<file path="config.mk">
export PLATFORM = sky130hd
export DESIGN_NAME = up_counter_ctrl
export DESIGN_NICKNAME = d
export VERILOG_FILES = /design/src/rtl/up_counter_ctrl.sv
export SDC_FILE = /design/constraint.sdc
export NUM_CORES = 1
export LEC_CHECK = 0
export CAP_MARGIN = 20
export CORE_MARGIN = 2
export CORE_UTILIZATION = 50
export DETAILED_ROUTE_END_ITERATION = 10
export GPL_TIMING_DRIVEN = 0
export PLACE_DENSITY = 0.78
export SYNTH_ARGS = -nofsm -noshare
export SYNTH_HDL_FRONTEND = slang
export SYNTH_SLANG_ARGS = --single-unit
</file>
<file path="constraint.sdc">
create_clock -name CLK -period 5.02 [get_ports CLK]
set_clock_uncertainty 0.1 [all_clocks]
set_input_delay 1.004 -clock CLK [delete_from_list [all_inputs] [get_ports CLK]]
set_output_delay 1.004 -clock CLK [all_outputs]
set_load 0.01 [all_outputs]
</file>
<file path="src/rtl/up_counter_ctrl.sv">
// up_counter_ctrl
//   Run-controlled up counter. A START in IDLE latches a terminal count
//   (LIMIT) and a mode (MODE), then counts 0..limit repeatedly. In one-shot
//   mode it stops after one period; in periodic mode it keeps wrapping. STOP
//   aborts a run, PAUSE freezes it, and PERIODS counts completed periods,
//   saturating at 255. Every output comes from a register or is decoded from
//   registers only, so the outputs never follow the inputs combinationally.
//
// Ports
//   CLK      in   clock, all state changes on the rising edge
//   RST_N    in   asynchronous active-low reset
//   START    in   begin a run (only honoured in IDLE)
//   STOP     in   abort the run (highest priority)
//   PAUSE    in   level, freezes counting while high
//   MODE     in   0 = one-shot, 1 = periodic (sampled with START)
//   LIMIT    in   terminal count (sampled with START, 0 is rejected)
//   Q        out  current count
//   BUSY     out  high in RUN or PAUSED
//   TC       out  high in RUN while Q equals the latched limit
//   DONE     out  one-cycle pulse when a one-shot run completes
//   ERR      out  one-cycle pulse when START is rejected (LIMIT == 0)
//   PERIODS  out  number of completed periods, saturating at 255

module up_counter_ctrl #(
  parameter int WIDTH = 3
) (
  input  logic             CLK,
  input  logic             RST_N,
  input  logic             START,
  input  logic             STOP,
  input  logic             PAUSE,
  input  logic             MODE,
  input  logic [WIDTH-1:0] LIMIT,
  output logic [WIDTH-1:0] Q,
  output logic             BUSY,
  output logic             TC,
  output logic             DONE,
  output logic             ERR,
  output logic [7:0]       PERIODS
);

  localparam logic [1:0] S_IDLE   = 2'd0;
  localparam logic [1:0] S_RUN    = 2'd1;
  localparam logic [1:0] S_PAUSED = 2'd2;
  localparam logic [1:0] S_DONE   = 2'd3;

  logic [1:0]       state;
  logic [WIDTH-1:0] count;
  logic [WIDTH-1:0] lim_r;
  logic             mode_r;
  logic [7:0]       periods_r;
  logic             err_r;

  logic at_limit;
  assign at_limit = (count == lim_r);

  // Control FSM and datapath. The count returns to zero on the terminal
  // edge itself, so the one-cycle DONE state already shows Q = 0 and a
  // full-scale limit wraps naturally without relying on overflow.
  always_ff @(posedge CLK or negedge RST_N) begin
    if (!RST_N) begin
      state     <= S_IDLE;
      count     <= '0;
      lim_r     <= '0;
      mode_r    <= 1'b0;
      periods_r <= 8'd0;
      err_r     <= 1'b0;
    end else begin
      err_r <= 1'b0;
      case (state)
        S_IDLE: begin
          if (START) begin
            if (LIMIT != '0) begin
              lim_r     <= LIMIT;
              mode_r    <= MODE;
              count     <= '0;
              periods_r <= 8'd0;
              state     <= S_RUN;
            end else begin
              err_r <= 1'b1;
            end
          end
        end

        S_RUN: begin
          if (STOP) begin
            count <= '0;
            state <= S_IDLE;
          end else if (PAUSE) begin
            state <= S_PAUSED;
          end else if (!at_limit) begin
            count <= count + 1'b1;
          end else begin
            count <= '0;
            if (periods_r != 8'hFF) begin
              periods_r <= periods_r + 8'd1;
            end
            if (!mode_r) begin
              state <= S_DONE;
            end
          end
        end

        // Leaving PAUSED costs one edge; counting resumes on the edge after.
        S_PAUSED: begin
          if (STOP) begin
            count <= '0;
            state <= S_IDLE;
          end else if (!PAUSE) begin
            state <= S_RUN;
          end
        end

        S_DONE: begin
          state <= S_IDLE;
        end

        default: begin
          state <= S_IDLE;
        end
      endcase
    end
  end

  // Outputs decoded from registered state only.
  assign Q       = count;
  assign BUSY    = (state == S_RUN) || (state == S_PAUSED);
  assign TC      = (state == S_RUN) && at_limit;
  assign DONE    = (state == S_DONE);
  assign ERR     = err_r;
  assign PERIODS = periods_r;

endmodule

</file>
* After elaboration in Yosys (flattened, before gate mapping)
Cells that the tools add are included.
** Cells by class
- Bitwise gates (word level) :: 0
- Reductions and logical operators :: 10
- Div/mod/pow operators :: 0
- Multipliers :: 0
- $lt $le $gt $ge :: 0
- Equality and inequality tests :: 16
- Shifts and indexed selects :: 0
- $add $sub $neg :: 2
- Muxes and demuxes :: 26
** Operators with widths (number)
- 8-bit two-way mux :: 6
- 3-bit two-way mux :: 6
- 2-bit two-way mux :: 8
- 8-bit case mux with 2 select lines :: 1
- 2-bit inequality test, second input constant :: 7
- 5-bit AND reduction :: 2
- 3-bit case mux with 3 select lines :: 1
- 8-bit by 1-bit adder with 8-bit output, second input constant :: 1
- 4-bit inequality test, second input constant :: 2
- 8-bit inequality test, second input constant :: 1
- 2-bit case mux with 4 select lines :: 1
- 7-bit AND reduction :: 1
- 3-bit inequality test, second input constant :: 2
- 3-bit nonzero test :: 2
- 2-bit == test, second input constant :: 2
- 3-bit by 1-bit adder with 3-bit output, second input constant :: 1
- 3-bit == test :: 1
- 1-bit two-way mux :: 3
- 3-bit AND reduction :: 1
- 2-bit by 1-bit == test with 1-bit output, second input constant :: 1
- 2-bit zero test :: 1
- 2-bit nonzero test :: 1
- 1-bit logical AND :: 1
- 1-bit logical OR :: 1
** Word-level totals
- Memories kept :: 0
- Output and inout port bits :: 15
- Bits in read-only memories :: 0
- Latch bits :: 0
- Word-level logic and storage cells :: 60
- Memory bits (writable) :: 0
- Flip-flop bits (word level) :: 18
- Bits of input ports :: 9

* Logic depth before layout (Yosys ltp)
- Depth in word-level cells :: 6
- Mapped depth :: 8

* Least setup slack after synthesis
Ideal clock, no wire load.
- Path type :: register to output
- Start :: register state[1]
- End :: output port TC
- Buffers on the path :: 2
- Required time :: 3916 ps
- Arrival time :: 1318 ps
- Setup slack :: 2598 ps
- Stages on the path, launching flop included :: 6
- Cell sequence :: dfrtp_1 -> inv_1 -> ha_1 -> clkbuf_1 -> clkbuf_1 -> and2_1
** Between the ends
- Word-level cells in the longest chain between the ends :: 2
** RTL lines
- start: declaration :: RTL line 47 : logic [1:0] state;
- start signal: assignment :: RTL line 62 : state <= S_IDLE;
- start signal: assignment :: RTL line 78 : state <= S_RUN;
- start signal: assignment :: RTL line 88 : state <= S_IDLE;
- 2-bit by 1-bit == test with 1-bit output :: RTL line 128 : assign TC = (state == S_RUN) && at_limit;
- 1-bit logical AND :: RTL line 128
- end: declaration :: RTL line 36 : output logic TC,
Every way passes these cells.

* Worst setup path after layout
Ends and elaborated chain as after synthesis.

==> results.cfg <==
[status]
status = completed

[grt]
grt_max_degree = 19
use_met3_pct = 3.39
grt_usage_pct = 23.1
busiest_layer = met2
use_met1_pct = 31.3
grt_pass1_vias = 1069
antenna_found_initial = 0
met2_usage_pct = 35.8
grt_pass1_wl_microns = 4770
overflow = 0

[yosys]
synthTopCellsByCount = dfrtp_1, nand2_1, nand3_1, nor2_1, inv_1
synth.net_count = 147
yosys.area.top_type = dfrtp_1
yosys_warnings = 0
syn_area_sq_mm = 0.00121
synth_ff_type = dfrtp_1
synth.avg_cell_area_sq_um = 9.18
synth_cell_types = 44
syn_inst = 132
synth-edff-count = 0
synth_top_area_share_pct = 37.2
ys_seq_elements = 18
synth_most_common_cell = dfrtp_1
synth_area_leaders = dfrtp_1, ha_1, nand3_1
async_flop_share_pct = 100
ys_seq_area_share_pct = 37.2

[die]
core_area_sq_mm = 0.00225
io_pins = 24
fp.dieH_microns = 53.2
start_util_pct = 53.7
dieArea_sq_mm = 0.00283
row_count = 17
die-width_microns = 53.2

[cts]
cts_tree = built
clock-root-buffer = clkbuf_4
cts_resized = 0
clk_pin_slew_ns = 0.10
post-cts-setup-buffer-count = 0
clock_latency_ns = 0.29
numClockSinks = 18
clk_path_buf_depth = 2
htreeDepth = 1
cts_inserted_buffers = 3
cts_hold_buf = 0

[sta]
finalHoldViolCount = 0
slew_violations = 0
maxSlewHeadroom_pct = 45.1
fin_tns_setup_ns = 0
period_needed_ns = 3.52
tightest_slew_ns = 0.821
setup_violations = 0
grt_setup_unrepaired = no
finalCritPeriodShare_pct = 70.2
max_freq_ghz = 0.284

[placement]
routabilityCongestion = 0.927
placed_area_sq_mm = 0.00148
io_buffers = 23
hpwl_microns = 1940

[detailed_routing]
drc = 0
post_drt_wl_per_cell_microns = 14.1
via_count = 1098
avgViaCountPerCell = 5.90
drtPass1Iterations = 4
drtAntennaViolNets = 0
routed_wl_microns = 2620
drtIter0Drc = 25

[worst_setup_path]
end_kind = output pin
cp_data_arrival_time_ns = 2.42
start_kind = flop
path_class = flop to output pin
required_ns = 3.92
worstPathMaxFanout = 10

[worst_hold_path]
hold_path_class = flop to flop

[final_layout]
layout-drive-gt1-share_pct = 10.8
fin_nets = 175
area_growth_pct = 23.8
antennaDiodeCount = 0
regArea_sq_um = 450
stdcell_area_sq_mm = 0.00150
num-fill-cells = 191
multi_input_area_sq_um = 701

[power_and_ir_drop]
vdd.ir_drop.worst_v = 0.000304
power_density_mw_per_mm2 = 422
p_leak_nw = 0.618

[run]
cap_violations = 0
## flip-flops by register name, indices dropped and copies added (netlist names)
name / count
PERIODS: 8
Q: 3
lim_r: 3
state: 2
ERR: 1
mode_r: 1
## placed cells by master, fill, tap and decap left out, types with 4 or more instances in the layout
master and instances:
clkdlybuf4s50_1 23, dfrtp_1 18, ha_1 6, inv_1 7
nand2_1 16, nand3_1 15, nor2_1 8, o21ai_0 4
## layer usage
layer / vias up / share of wire, %
li1: 536 / -
met1: 524 / 46
met2: 32 / 48
met3: 6 / 3.9
met4: 0 / 2.0
met5: - / 0
## worst paths after layout
path | slack [ns] | endpoint | depth (start not counted) | from
max | 1.50 | TC | 6 | state[1]
min | 0.44 | lim_r[2] | 1 | lim_r[2]
max reg2reg | 2.94 | PERIODS[4] | 6 | state[0]
min reg2reg | 0.44 | lim_r[2] | 1 | lim_r[2]
max in group asynchronous | 3.23 | ERR | 1 | RST_N
min in group asynchronous | 1.07 | PERIODS[4] | 1 | RST_N
## power by group
part | total, W | switching, W | leakage (nW) | internal [W]
registers | 0.000220 | 0.0000406 | 0.240 | 0.000179
logic | 0.000340 | 0.000183 | 0.364 | 0.000157
clock network | 0.0000723 | 0.0000444 | 0.0138 | 0.0000279
## area by class of cell
class / count / area share, %
multi-input cells: 102 / 46.7
flip-flops and latches: 18 / 30.1
repair buffers: 23 / 15.4
well taps: 28 / 2.34
plain buffers: 5 / 2.25
inverters: 7 / 1.75
clock buffers: 3 / 1.50
## critical path: stages, from the launching register on
cell             delay, ns
dfrtp_1               0.44
inv_1                 0.10
ha_1                  0.16
clkbuf_1              0.33
clkbuf_1              0.36
and2_1                0.20
clkdlybuf4s50_1       0.53
## per-stage QoR
stage	std cells	setup WS [ns]	utilization (%)	power, W	hold WS (ns)
floorplan	132	2.60	-	0.000449	0.384
global placement	183	1.84	65.5	0.000552	0.412
detailed placement	183	1.82	65.5	0.000561	0.419
CTS	186	1.47	66.5	0.000636	0.443
global route	186	1.29	66.5	0.000686	0.484
finish	186	1.50	66.5	0.000632	0.438
## kinds of logic (layout without fill, tap and decap cells)
logic type | Yosys count | in the layout | share of synthesized area [%]
buffers and inverters | 12 | 38 | 4.96
muxes | 3 | 3 | 2.79
adders and majority gates | 6 | 6 | 6.20
DFF | 18 | 18 | 37.2
and+or+nand+nor | 67 | 67 | 31.0
xor gates and xnor gates | 3 | 3 | 2.17
AOI/OAI and AO/OA | 23 | 23 | 15.7
No activity file was read; power rests on OpenSTA's default activity.
==> RTL edit, RTL diff (same flow settings) <==
`WIDTH`: 3 -> 6.
--- a/src/rtl/up_counter_ctrl.sv
+++ b/src/rtl/up_counter_ctrl.sv
@@ -22,7 +22,7 @@
 //   PERIODS  out  number of completed periods, saturating at 255
 
 module up_counter_ctrl #(
-  parameter int WIDTH = 3
+  parameter int WIDTH = 6
 ) (
   input  logic             CLK,
   input  logic             RST_N,
Interface: changed (resized LIMIT and Q); port bits go from 24 to 30. No check against the original RTL was run, so the function may have changed too.
==> RTL edit against the original RTL <==
Sequential cell count up 6; area after synthesis up 31%; core utilization down 1.1 points; die area up 28%; design area up 32%; setup slack better by 0.044 ns; first-iteration DRC count rose to 4.3 times the old value; count of clock-buffer cells in the layout unchanged; via count up 28%; wire length up 39%; sequential share of layout area up 0.27 points; total power up 42%; largest cell class unchanged.
==> RTL edit: results (changes against the original RTL) <==
| Metric | Value |
|---|---|
| Status | finished clean (unchanged) |
| Clock-pin slew on the worst setup and hold paths | 0.12 ns (was 0.10 ns) |
| Via density | 5.97 (was 5.90) |
| Mux cell area share after synthesis | 6.87% (was 2.79%) |
| Port Buffer Count | 29 (was 23) |
| Share of layout cells above drive strength 1 | 12.5% (was 10.8%) |
| Synth Instances | 159 (was 132) |
| FMAX | 287 MHz (was 284 MHz) |
| Post-Route WL | 3.64 mm (was 2.62 mm) |
| Aggregate global-route resource usage | 22.8% (was 23.1%) |
| Largest net degree at the start of global routing | 25 (was 19) |
| First-pass GRT wire length | 6.16 mm (was 4.77 mm) |
| Fraction of registers with async set/reset | 100% (unchanged) |
| Pre-Repair DR Iteration Count | 4 (unchanged) |
| Post-DP HPWL | 2.73 mm (was 1.94 mm) |
| Yosys cell types | 47 (was 44) |
| Peak supply drop | 0.334 mV (was 0.304 mV) |
| Cell area after placement | 1930 µm² (was 1480 µm²) |
| Nets | 213 (was 175) |
| Routability cong. | 0.918 (was 0.927) |
| Routed wire per std cell | 15.4 µm (was 14.1 µm) |
| Leakage | 0.841 nW (was 0.618 nW) |
| Worst r2r dst | PERIODS[2] (was PERIODS[4]) |
| R2R depth | 7 (was 6) |
| Placed insts | 232 (was 183) |
| Synth Area in Compound Gates | 17.7% (was 15.7%) |
| Drt initial violations | 107 (was 25) |
| Synth cell count leaders | dfrtp_1, nor2_1, nand2_1, nor3_1 (was dfrtp_1, nand2_1, nand3_1, nor2_1, inv_1) |
| Critical Path Fanout Max | 9 (was 10) |
| Top cell type's share of synthesized area | 37.9% (was 37.2%) |
| Synth area leaders | dfrtp_1, ha_1, mux2_2 (was dfrtp_1, ha_1, nand3_1) |
| R2R Setup Slk | 2.70 ns (was 2.94 ns) |
| Dpl ws | 1.93 ns (was 1.82 ns) |
| Critical Path AT | 2.37 ns (was 2.42 ns) |
| Hold EP | mode_r (was lim_r[2]) |
| Slew HR | 59.4% (was 45.1%) |
==> RTL edit: cell count changes in the layout (fill, tap and decap cells not counted), moves of 4 or more <==
cell             before  now
nand3_1              15    4
nand2_1              16   12
nor2_1                8   14
clkdlybuf4s50_1      23   29
nor3_1                2    9
xnor2_2               0    4
dfrtp_1              18   24
mux2_2                3    7
==> RTL edit: layer usage <==
metal / GRT usage, % / vias to the layer above / part of all wire [%]
met5: 0 / - / 0
met4: 7.62 / 0 / 0.88
met3: 5.63 / 5 / 5.4
met2: 38.2 / 56 / 49
met1: 28.8 / 686 / 45
li1: - / 661 / -
==> RTL edit: area by class of cell <==
cell class	instances	area, µm²
Fill cell	240	1050
Sequential cell	24	601
Clock buffer	3	22.5
Tap cell	44	55.1
Buffer	3	12.5
Inverter	8	30.0
Timing Repair Buffer	30	318
Multi-Input combinational cell	124	942
==> RTL edit: power by group <==
part           internal, mW  total (mW)  switching [mW]
Combinational         0.224       0.500           0.276
Clock                0.0281      0.0848          0.0567
Sequential            0.249       0.313          0.0636
